**config.mk**
```make
export PLATFORM = sky130hd
export DESIGN_NAME = uart_tx_scheduler
export DESIGN_NICKNAME = d
export VERILOG_FILES = /design/src/rtl/uart_tx_scheduler.sv
export SDC_FILE = /design/constraint.sdc
export NUM_CORES = 1
export LEC_CHECK = 0
export ABC_CLOCK_PERIOD_IN_PS = 3580
export BUFFER_PORTS_ARGS = -buffer_cell sky130_fd_sc_hd__buf_2
export CAP_MARGIN = 20
export CORE_MARGIN = 8
export CORE_UTILIZATION = 41
export CTS_CLUSTER_SIZE = 25
export DETAILED_ROUTE_END_ITERATION = 8
export SETUP_SLACK_MARGIN = 0.5
export SLEW_MARGIN = 0
export SYNTH_ARGS = -nofsm -noshare
export SYNTH_HDL_FRONTEND = slang
export SYNTH_SLANG_ARGS = --single-unit
```
**constraint.sdc**
```tcl
create_clock -name clk -period 3.58 [get_ports clk]
set_clock_uncertainty 0.15 [all_clocks]
set_input_delay 0.358 -clock clk [delete_from_list [all_inputs] [get_ports clk]]
set_output_delay 0.358 -clock clk [all_outputs]
set_load 0.005 [all_outputs]
```
**src/rtl/uart_tx_scheduler.sv**
```systemverilog
// uart_tx_scheduler
//   Round-robin arbiter plus UART frame serialiser. One of NUM_REQ byte
//   requesters is granted per frame. Each granted byte is sent as start bit,
//   8 data bits LSB first, optional parity bit and stop bit. Every bit is held
//   baud_div+1 clock cycles.
//
// Ports
//   clk, rst            clock, synchronous active-high reset
//   baud_div            bit period minus one (latched per frame)
//   parity_en           1 = add parity bit (latched per frame)
//   parity_odd          1 = odd parity, 0 = even (latched per frame)
//   req_valid/req_data  per-requester byte offer, byte i at [8i+7:8i]
//   req_ready           one-hot accept strobe, combinational, IDLE only
//   txd                 serial output, idle high
//   busy                frame in flight (and inter-frame gap, if enabled)
//   grant_id            requester owning the current or last frame
//   frame_done          pulse in the last cycle of the stop bit
//
// Build option
//   UART_TX_SCHED_GAP_EN : after each frame, insert an extra idle-high gap of
//                          one bit period before the next arbitration.
module uart_tx_scheduler #(
  parameter int  NUM_REQ = 4,
  parameter int  DIV_W   = 16,
  localparam int ID_W    = $clog2(NUM_REQ)
) (
  input  logic                   clk,
  input  logic                   rst,
  input  logic [DIV_W-1:0]       baud_div,
  input  logic                   parity_en,
  input  logic                   parity_odd,
  input  logic [NUM_REQ-1:0]     req_valid,
  input  logic [NUM_REQ*8-1:0]   req_data,
  output logic [NUM_REQ-1:0]     req_ready,
  output logic                   txd,
  output logic                   busy,
  output logic [ID_W-1:0]        grant_id,
  output logic                   frame_done
);

  localparam logic [1:0] ST_IDLE = 2'd0;
  localparam logic [1:0] ST_SEND = 2'd1;
`ifdef UART_TX_SCHED_GAP_EN
  localparam logic [1:0] ST_GAP  = 2'd2;
`endif

  logic [1:0]       state_q, state_d;
  logic [ID_W-1:0]  rr_q, rr_d;
  logic [ID_W-1:0]  grant_q, grant_d;
  logic             busy_q, busy_d;
  logic [7:0]       data_q, data_d;
  logic [DIV_W-1:0] div_q, div_d;
  logic             par_en_q, par_en_d;
  logic             par_odd_q, par_odd_d;
  logic [DIV_W-1:0] cnt_q, cnt_d;
  logic [3:0]       bit_q, bit_d;

  logic             found;
  logic [ID_W-1:0]  win_idx;
  logic [3:0]       last_bit;
  logic             parity;

  // Round-robin search: first valid requester at or after rr_q, wrapping.
  always_comb begin
    found   = 1'b0;
    win_idx = '0;
    for (int unsigned k = 0; k < NUM_REQ; k++) begin
      int unsigned cand;
      cand = 32'(rr_q) + k;
      if (cand >= 32'(NUM_REQ)) cand = cand - 32'(NUM_REQ);
      if (!found && req_valid[ID_W'(cand)]) begin
        found   = 1'b1;
        win_idx = ID_W'(cand);
      end
    end
  end

  always_comb begin
    req_ready = '0;
    if (state_q == ST_IDLE && found && !rst) req_ready[win_idx] = 1'b1;
  end

  assign last_bit   = par_en_q ? 4'd10 : 4'd9;
  assign parity     = (^data_q) ^ par_odd_q;
  assign frame_done = (state_q == ST_SEND) && (cnt_q == '0) && (bit_q == last_bit);

  // Bit index 0 = start, 1..8 = data, 9 = parity or stop, 10 = stop.
  always_comb begin
    txd = 1'b1;
    if (state_q == ST_SEND) begin
      case (bit_q)
        4'd0:                                   txd = 1'b0;
        4'd1, 4'd2, 4'd3, 4'd4,
        4'd5, 4'd6, 4'd7, 4'd8:                 txd = data_q[3'(bit_q - 4'd1)];
        4'd9:                                   txd = par_en_q ? parity : 1'b1;
        default:                                txd = 1'b1;
      endcase
    end
  end

  always_comb begin
    state_d   = state_q;
    rr_d      = rr_q;
    grant_d   = grant_q;
    busy_d    = busy_q;
    data_d    = data_q;
    div_d     = div_q;
    par_en_d  = par_en_q;
    par_odd_d = par_odd_q;
    cnt_d     = cnt_q;
    bit_d     = bit_q;
    case (state_q)
      ST_IDLE: begin
        if (found) begin
          state_d   = ST_SEND;
          grant_d   = win_idx;
          rr_d      = (win_idx == ID_W'(NUM_REQ - 1)) ? '0 : win_idx + 1'b1;
          busy_d    = 1'b1;
          data_d    = req_data[{win_idx, 3'b000} +: 8];
          div_d     = baud_div;
          par_en_d  = parity_en;
          par_odd_d = parity_odd;
          cnt_d     = baud_div;
          bit_d     = '0;
        end
      end
      ST_SEND: begin
        if (cnt_q != '0) begin
          cnt_d = cnt_q - 1'b1;
        end else if (bit_q == last_bit) begin
`ifdef UART_TX_SCHED_GAP_EN
          state_d = ST_GAP;
          cnt_d   = div_q;
`else
          state_d = ST_IDLE;
          busy_d  = 1'b0;
`endif
        end else begin
          bit_d = bit_q + 4'd1;
          cnt_d = div_q;
        end
      end
`ifdef UART_TX_SCHED_GAP_EN
      ST_GAP: begin
        if (cnt_q != '0) begin
          cnt_d = cnt_q - 1'b1;
        end else begin
          state_d = ST_IDLE;
          busy_d  = 1'b0;
        end
      end
`endif
      default: begin
        state_d = ST_IDLE;
        busy_d  = 1'b0;
      end
    endcase
  end

  always_ff @(posedge clk) begin
    if (rst) begin
      state_q   <= ST_IDLE;
      rr_q      <= '0;
      grant_q   <= '0;
      busy_q    <= 1'b0;
      data_q    <= '0;
      div_q     <= '0;
      par_en_q  <= 1'b0;
      par_odd_q <= 1'b0;
      cnt_q     <= '0;
      bit_q     <= '0;
    end else begin
      state_q   <= state_d;
      rr_q      <= rr_d;
      grant_q   <= grant_d;
      busy_q    <= busy_d;
      data_q    <= data_d;
      div_q     <= div_d;
      par_en_q  <= par_en_d;
      par_odd_q <= par_odd_d;
      cnt_q     <= cnt_d;
      bit_q     <= bit_d;
    end
  end

  assign busy     = busy_q;
  assign grant_id = grant_q;

endmodule

```
==> results.md, run 1 <==
* # setup viols final at 0
* Final hold vios at 0
* Setup Crit Path Kind: reg2out
* Final Wtd Congestion at around 0.8
* Commonest non-fill, non-tap cell in the layout: buf_2
* Hold slack at approximately 0.14 ns
* Post-Synth Adder-Cell Area at roughly 3.9%
* Post-synthesis mux area share at roughly 1.6%
* R2r worst-path depth at 5
* Setup crit start: bit_q[1]$_SDFFE_PP0P_
* Cell area after synthesis at between 3000 and 4000 µm²
* Chip width at 109 µm
* CTS sink count at 51
* Die height at about 110 µm
* Top FF cell, synth: dfxtp_1
* DR vias at between 3,000 and 4,000
* Total GRT Usage at between 10% and 20%
* Pwr Density at roughly 400 nW/µm²
* Unique masters post-synth at between 60 and 70
* Core area at 8510 µm²
* H-Tree Depth at 2
* Critical Path Sink Type: output port
* Slowest CP cell: or4_1
* Worst-path cell chain: inv_1 -> ha_1 -> or4_1 -> a311o_1 -> o211ai_1 -> o2111ai_1 -> a31o_2 -> buf_2
* Vias in the first global route at about 3,200
* WL/cell at between 15 and 20 µm
* Critical Path End: txd
* Initial DRT Pass Iterations at 4
* Synth Area in Simple Gates at between 20% and 30%
* DP Wirelength at about 7 mm
* Max_cap viols at 0
* Register bit total from synthesis at slightly above 50
* Area Growth Syn to Fin at 14.9%
* First-pass GRT wire length at approximately 16 mm
* Most frequent cells in the layout: buf_2 (64), nand2_1 (51), dfxtp_1 (49)
* Design Power at 1.64 mW
* Post-Synth XOR/XNOR Area at under 10%
* Asr flop ratio synth at 0%
* Total CTS buffers at 5
* Diode count at 0
* CTS tree: yes
* Largest family of logic cells by synthesized area: compound AO/OA/AOI/OAI gates
* Compound-cell area share of the yosys netlist at between 20 and 30%
* Mean Syn Cell Area at 8.23 µm²
* Setup tns final at 0 ns
* Max-Slew Margin vs Limit at between 50% and 60%
* Worst Path Buf+Inv at 2
* HP Start: baud_div[8]
* Maximum clock path buffer count at 2
* Residual DRC at 0
* Nets at 542
* RR Endpoint: cnt_q[14]$_SDFFE_PP0P_
* Min-Delay Path Class: in2reg
* CP arrival at between 2 and 2.5 ns
* Initial DRC count at 170
* Crit path max fanout at 6
* Post-cts hold buffer count at 0
* Critical Path RT at just over 3 ns
* Post-synth EDFFs at 0
* Flop2flop setup slack at ~1.1 ns
* Critical path's top delay family: compound AO/OA/AOI/OAI gates
* Fillers at 874
* Num rows at 34
* Startpoint types: register
* Layout cell share with drive strength beyond 1 at about a quarter
* Reg2reg start: cnt_q[4]$_SDFFE_PP0P_
* Worst path depth at 8
* CTS clock-pin slew for the worst setup and hold paths at about 0.10 ns
* Grt ovf at 0
* Fmax at ~340 MHz
* Mapped Cells at 428
* Worst VDD drop at approximately 0.00020 V
* Slew Limit Fails at 0
* # port buffers at 64
* Final wirelength at 9.29 mm
* Syn_nets at slightly below 500
* Initial Util at ~41%
* Root Driver: clkbuf_8
* Status: complete, no violations
* Initial antenna violation count at 1
* Final core occ at approximately 48%
* IO Pins at 65
* DRT antenna net count at 0
* Full die area at between 10,000 and 15,000 µm²
* Largest net degree at the start of global routing at 37
* Post-route clock period utilization at between 80 and 90%
* Slew at the pin with the worst max-slew slack at ~0.74 ns
* Minimum clock period at 2.98 ns
* RSZ-0062 raised after global routing: no
* Leak Pwr at 1.61 nW
* Worst-skew pair later-pin latency at about 0.3 ns
* Max incr delay on CP at between 0.5 and 0.6 ns
* Yosys warns at 0
* Area of the multi-input gates at between 2000 and 2500 µm²
* Post-synthesis sequential area ratio at 29.0%
* Via density at approximately 5.6
* FF/Latch Area at around 1000 µm²
-- final cells by class --
| cell class | count | area share [%] |
|---|---|---|
| Multi-Input combinational cell | 318 | 55.8 |
| Sequential cell | 51 | 25.4 |
| Timing Repair Buffer | 74 | 9.77 |
| Tap cell | 108 | 3.34 |
| Inverter | 25 | 2.32 |
| Clock buffer | 5 | 1.70 |
| Clock inverter | 3 | 1.67 |
-- registers in the layout, indices dropped and copies added (netlist names), 2 cells and up --
name,cells
cnt_q,16
grant_id,2
bit_q,4
data_q,8
div_q,16
rr_q,2
-- routing by layer --
metal	share of wire, %	GRT usage (%)
met2	45	24.7
met5	0.13	0
met3	5.0	3.37
met4	1.3	4.40
met1	49	22.3
-- worst min path at each step --
stage | to | slack, ns | cells after the start
floorplan | div_q[5]$_SDFFE_PP0P_ | 0.28 | 2
global placement | div_q[8]$_SDFFE_PP0P_ | 0.29 | 2
detailed placement | div_q[7]$_SDFFE_PP0P_ | 0.30 | 2
CTS | div_q[8]$_SDFFE_PP0P_ | 0.13 | 3
global route | div_q[3]$_SDFFE_PP0P_ | 0.14 | 3
finish | div_q[8]$_SDFFE_PP0P_ | 0.14 | 3
-- where the power goes --
| part | internal (mW) | switching (mW) |
|---|---|---|
| Sequential | 0.616 | 0.0580 |
| Combinational | 0.219 | 0.274 |
| Clock | 0.279 | 0.196 |
-- tightest hold or removal path, cell delays in order --
cell and delay (ns):
buf_2 0.10, nand2_1 0.05, a21oi_1 0.05
-- synth_stat cells, drive strengths merged, types with 12 or more instances --
master  number  area share (%)
a211oi      19             4.2
a21oi       28             4.0
nor2        21             2.2
clkbuf      22             2.3
nand2b      17             3.0
a311oi      12             5.1
o31ai       12             2.7
nand2       51             5.4
o21ai       13             1.8
a31oi       22             3.9
buf         12             2.3
dfxtp       51              29
inv         25             2.7
-- what timing repair did --
item / 4_1_cts / 5_1_grt
setup endpoints to repair: 1 / 1
gates resized for setup: 1 / 4
setup buffers: 0 / 0
-- kinds of logic (layout without fill, tap and decap cells) --
family | Yosys count | after routing
adders and majority gates | 11 | 11
xor gates and xnor gates | 16 | 16
AOI/OAI and AO/OA | 138 | 138
muxes | 3 | 3
buffers and inverters | 59 | 107
DFF | 51 | 51
and+or+nand+nor | 150 | 150
-- metrics by stage --
stage / worst slack [ns] / instance area [µm²] / cells
2_1_floorplan: 1.11 / 3520 / 428
3_3_place_gp: 0.913 / 3890 / 576
3_5_place_dp: 0.809 / 3890 / 576
4_1_cts: 0.517 / 4030 / 584
5_1_grt: 0.504 / 4050 / 584
6_report: 0.597 / 4050 / 584
No activity file was read; power rests on OpenSTA's default activity.
==> inputs of run 2 (changes only) <==
--- a/config.mk
+++ b/config.mk
@@ -5,7 +5,7 @@
 export SDC_FILE = /design/constraint.sdc
 export NUM_CORES = 1
 export LEC_CHECK = 0
-export ABC_CLOCK_PERIOD_IN_PS = 3580
+export ABC_CLOCK_PERIOD_IN_PS = 2400
 export BUFFER_PORTS_ARGS = -buffer_cell sky130_fd_sc_hd__buf_2
 export CAP_MARGIN = 20
 export CORE_MARGIN = 8
==> constraint.sdc (replaced) <==
create_clock -name clk -period 2.4 [get_ports clk]
set_clock_uncertainty 0.15 [all_clocks]
set_input_delay 0.24 -clock clk [delete_from_list [all_inputs] [get_ports clk]]
set_output_delay 0.24 -clock clk [all_outputs]
set_load 0.005 [all_outputs]
==> run 2 against run 1 <==
The flow now finishes with violations (negative setup slack). Count of clock-buffer cells in the layout increased by 1. Final cell count increased by 9.1%. Sequential power increased by 51%. Combinational power increased by 120%. Clock power increased by 28%. Wire length increased by 20%. Register-to-register slack got worse by 0.76 ns. Critical path type unchanged. Critical endpoint unchanged. Largest cell class unchanged. Largest power group is now combinational logic.
==> results.md, run 2 (synthesized netlist as in run 1, its figures left out) <==
* Status: complete, but fails checks
* Failing checks: negative setup slack
* GR Util met2 at 30.7% (+6.0 points)
* DP Wirelength at 7.20 mm (+3.8%)
* DR vias at 3,601 (+9.4%)
* WL/cell at 17.5 µm (+10%)
* Critical path's top delay family: compound AO/OA/AOI/OAI gates
* Dpl cell area at 4130 µm² (+6.1%)
* Most frequent cells in the layout: buf_2 (60), nand2_1 (48), buf_4 (46)
* HP Start: baud_div[9]
* Leak Pwr at 1.98 nW (+23%)
* Setup ws final at -0.274 ns (-0.871 ns)
* Non-filler cells, final at 637 (+9.1%)
* H-Tree Depth at 2 (unchanged)
* Worst VDD drop at 0.000326 V (+64%)
* Final core occ at 58.6% (+11 points)
* Dpl cells at 593 (+3.0%)
* Root Driver: clkbuf_8
* Largest net degree at the start of global routing at 22 (-41%)
* Reg2reg start: cnt_q[11]$_SDFFE_PP0P_
* Fin area at 4990 µm² (+23%)
* Biggest regs: cnt_q x16, div_q x16, data_q x8
* Post-route clock period utilization at 111%
* Worst Path Buf+Inv at 2 (unchanged)
* CTS clock-pin slew for the worst setup and hold paths at 0.10 ns (about the same)
* Initial Util at 41.4% (unchanged)
* Pwr Density at 545 nW/µm² (+34%)
* R2r worst-path depth at 8 (+3)
* Residual DRC at 0 (unchanged)
* # setup viols final at 1 (+1)
* Worst hold path depth at 3 (unchanged)
* Critical Path Sink Type: output port
* Vias in the first global route at 3,590 (+11%)
* Flop2flop setup slack at 0.30 ns (-0.76 ns)
* # port buffers at 64 (unchanged)
* Final wirelength at 11.2 mm (+20%)
* Hold Path End: div_q[9]$_SDFFE_PP0P_
* Die height at 109 µm (unchanged)
* Max incr delay on CP at 0.48 ns (-0.04 ns)
* Total GRT Usage at 18.5% (+2.4 points)
* Final Wtd Congestion at 0.867 (+8.2%)
* Slew at the pin with the worst max-slew slack at 0.505 ns (-0.240 ns)
* Full die area at 11,800 µm² (unchanged)
* Via density at 5.65 (+0.29%)
* CTS sink count at 51 (unchanged)
* Crit path max fanout at 7 (+1)
* Max_cap viols at 0 (unchanged)
* Hold slack at 0.0235 ns (-0.116 ns)
* Maximum clock path buffer count at 2 (unchanged)
* Initial DRC count at 189 (+11%)
* Critical Path RT at 2.01 ns (-1.06 ns)
* RSZ-0062 raised after global routing: yes
* Met1 Use GR at 23.6% (+1.3 points)
* Fmax at about 370 MHz
* Layout cell share with drive strength beyond 1 at 44.6% (+20 points)
* Worst-skew pair later-pin latency at 0.31 ns (about the same)
* Initial DRT Pass Iterations at 5 (+1)
* First-pass GRT wire length at 18.0 mm (+14%)
* Fillers at 723 (-17%)
* Slowest CP cell: or4_4
* Max-Slew Margin vs Limit at 66.3% (+16 points)
* Final hold vios at 0 (unchanged)
* Worst-path cell chain: inv_6 -> ha_4 -> or4_4 -> a311o_1 -> o211ai_1 -> o2111ai_1 -> a31o_2 -> buf_2
* Total CTS buffers at 5 (unchanged)
* Core area at 8510 µm² (unchanged)
* Most Used Layer, Global Route: met2
* Min-Delay Path Class: in2reg
* Commonest non-fill, non-tap cell in the layout: buf_2
* Grt ovf at 0 (unchanged)
* Num rows at 34 (unchanged)
* IO Pins at 65 (unchanged)
* Setup Crit Path Kind: reg2out
* DRT antenna net count at 0 (unchanged)
* Initial antenna violation count at 0 (-1)
* Startpoint types: register
* Slew Limit Fails at 0 (unchanged)
* Design Power at 2.72 mW (+65%)
* CP arrival at 2.28 ns (-0.20 ns)
* Minimum clock period at 2.67 ns
* Diode count at 0 (unchanged)
* CTS tree: yes
* RR Endpoint: cnt_q[8]$_SDFFE_PP0P_
* Chip width at 109 µm (unchanged)
* Met3 GRT Util at 4.49% (+1.1 points)
* Area Growth Syn to Fin at 41.6%
* Nets at 595 (+9.8%)
==> run 2: routing by layer <==
layer / routed length (µm) / vias to the layer above / part of all wire, %
li1: - / 1774 / -
met1: 4960 / 1696 / 44
met2: 5330 / 116 / 48
met3: 688 / 15 / 6.2
met4: 170 / 0 / 1.5
met5: 0 / - / 0
==> run 2: cell type report <==
cell class                 count  area (µm²)  share of cell area, %
clock buffer                   6        72.6                   1.46
clock inverter                 2        37.5                  0.753
inverter                      25         104                   2.08
multi-input combinational    318        2650                   53.0
sequential                    51        1060                   21.2
tap                          108         135                   2.71
timing repair buffer         127         935                   18.7
==> run 2: worst max-delay path by stage <==
stage | from | end | slack, ns | depth (start not counted)
final | bit_q[0]$_SDFFE_PP0P_ | txd | -0.27 | 8
after global routing | bit_q[0]$_SDFFE_PP0P_ | txd | -0.34 | 8
after CTS | bit_q[0]$_SDFFE_PP0P_ | txd | -0.27 | 8
after detailed placement | bit_q[1]$_SDFFE_PP0P_ | txd | 0.06 | 8
after global placement | bit_q[0]$_SDFFE_PP0P_ | txd | 0.09 | 8
after floorplan | bit_q[0]$_SDFFE_PP0P_ | txd | 0.24 | 7
==> run 2: power by group <==
part           total (mW)  switching [mW]  internal [mW]
Clock               0.605           0.294          0.312
Sequential           1.02          0.0960          0.923
Combinational        1.09           0.549          0.544
==> run 2: worst min-delay path, cell delays in order <==
cell and delay [ns]:
buf_2 0.10, nand2_1 0.05, a21oi_1 0.05
==> run 2: per-stage QoR <==
step	TNS [ns]	setup slack, ns
detailed placement	0	0.0633
CTS	-0.272	-0.272
global route	-0.344	-0.344
global placement	0	0.0918
floorplan	0	0.240
finish	-0.274	-0.274
==> run 2: what timing repair did <==
| action | in CTS | in global routing |
|---|---|---|
| endpoints found under the hold margin | 2 | 0 |
| setup buffers | 23 | 7 |
| resized for setup | 71 | 48 |
| hold buffers | 2 | 0 |
| pin swaps | 18 | 15 |
| setup endpoints to repair | 34 | 27 |
| gates cloned | 3 | 1 |
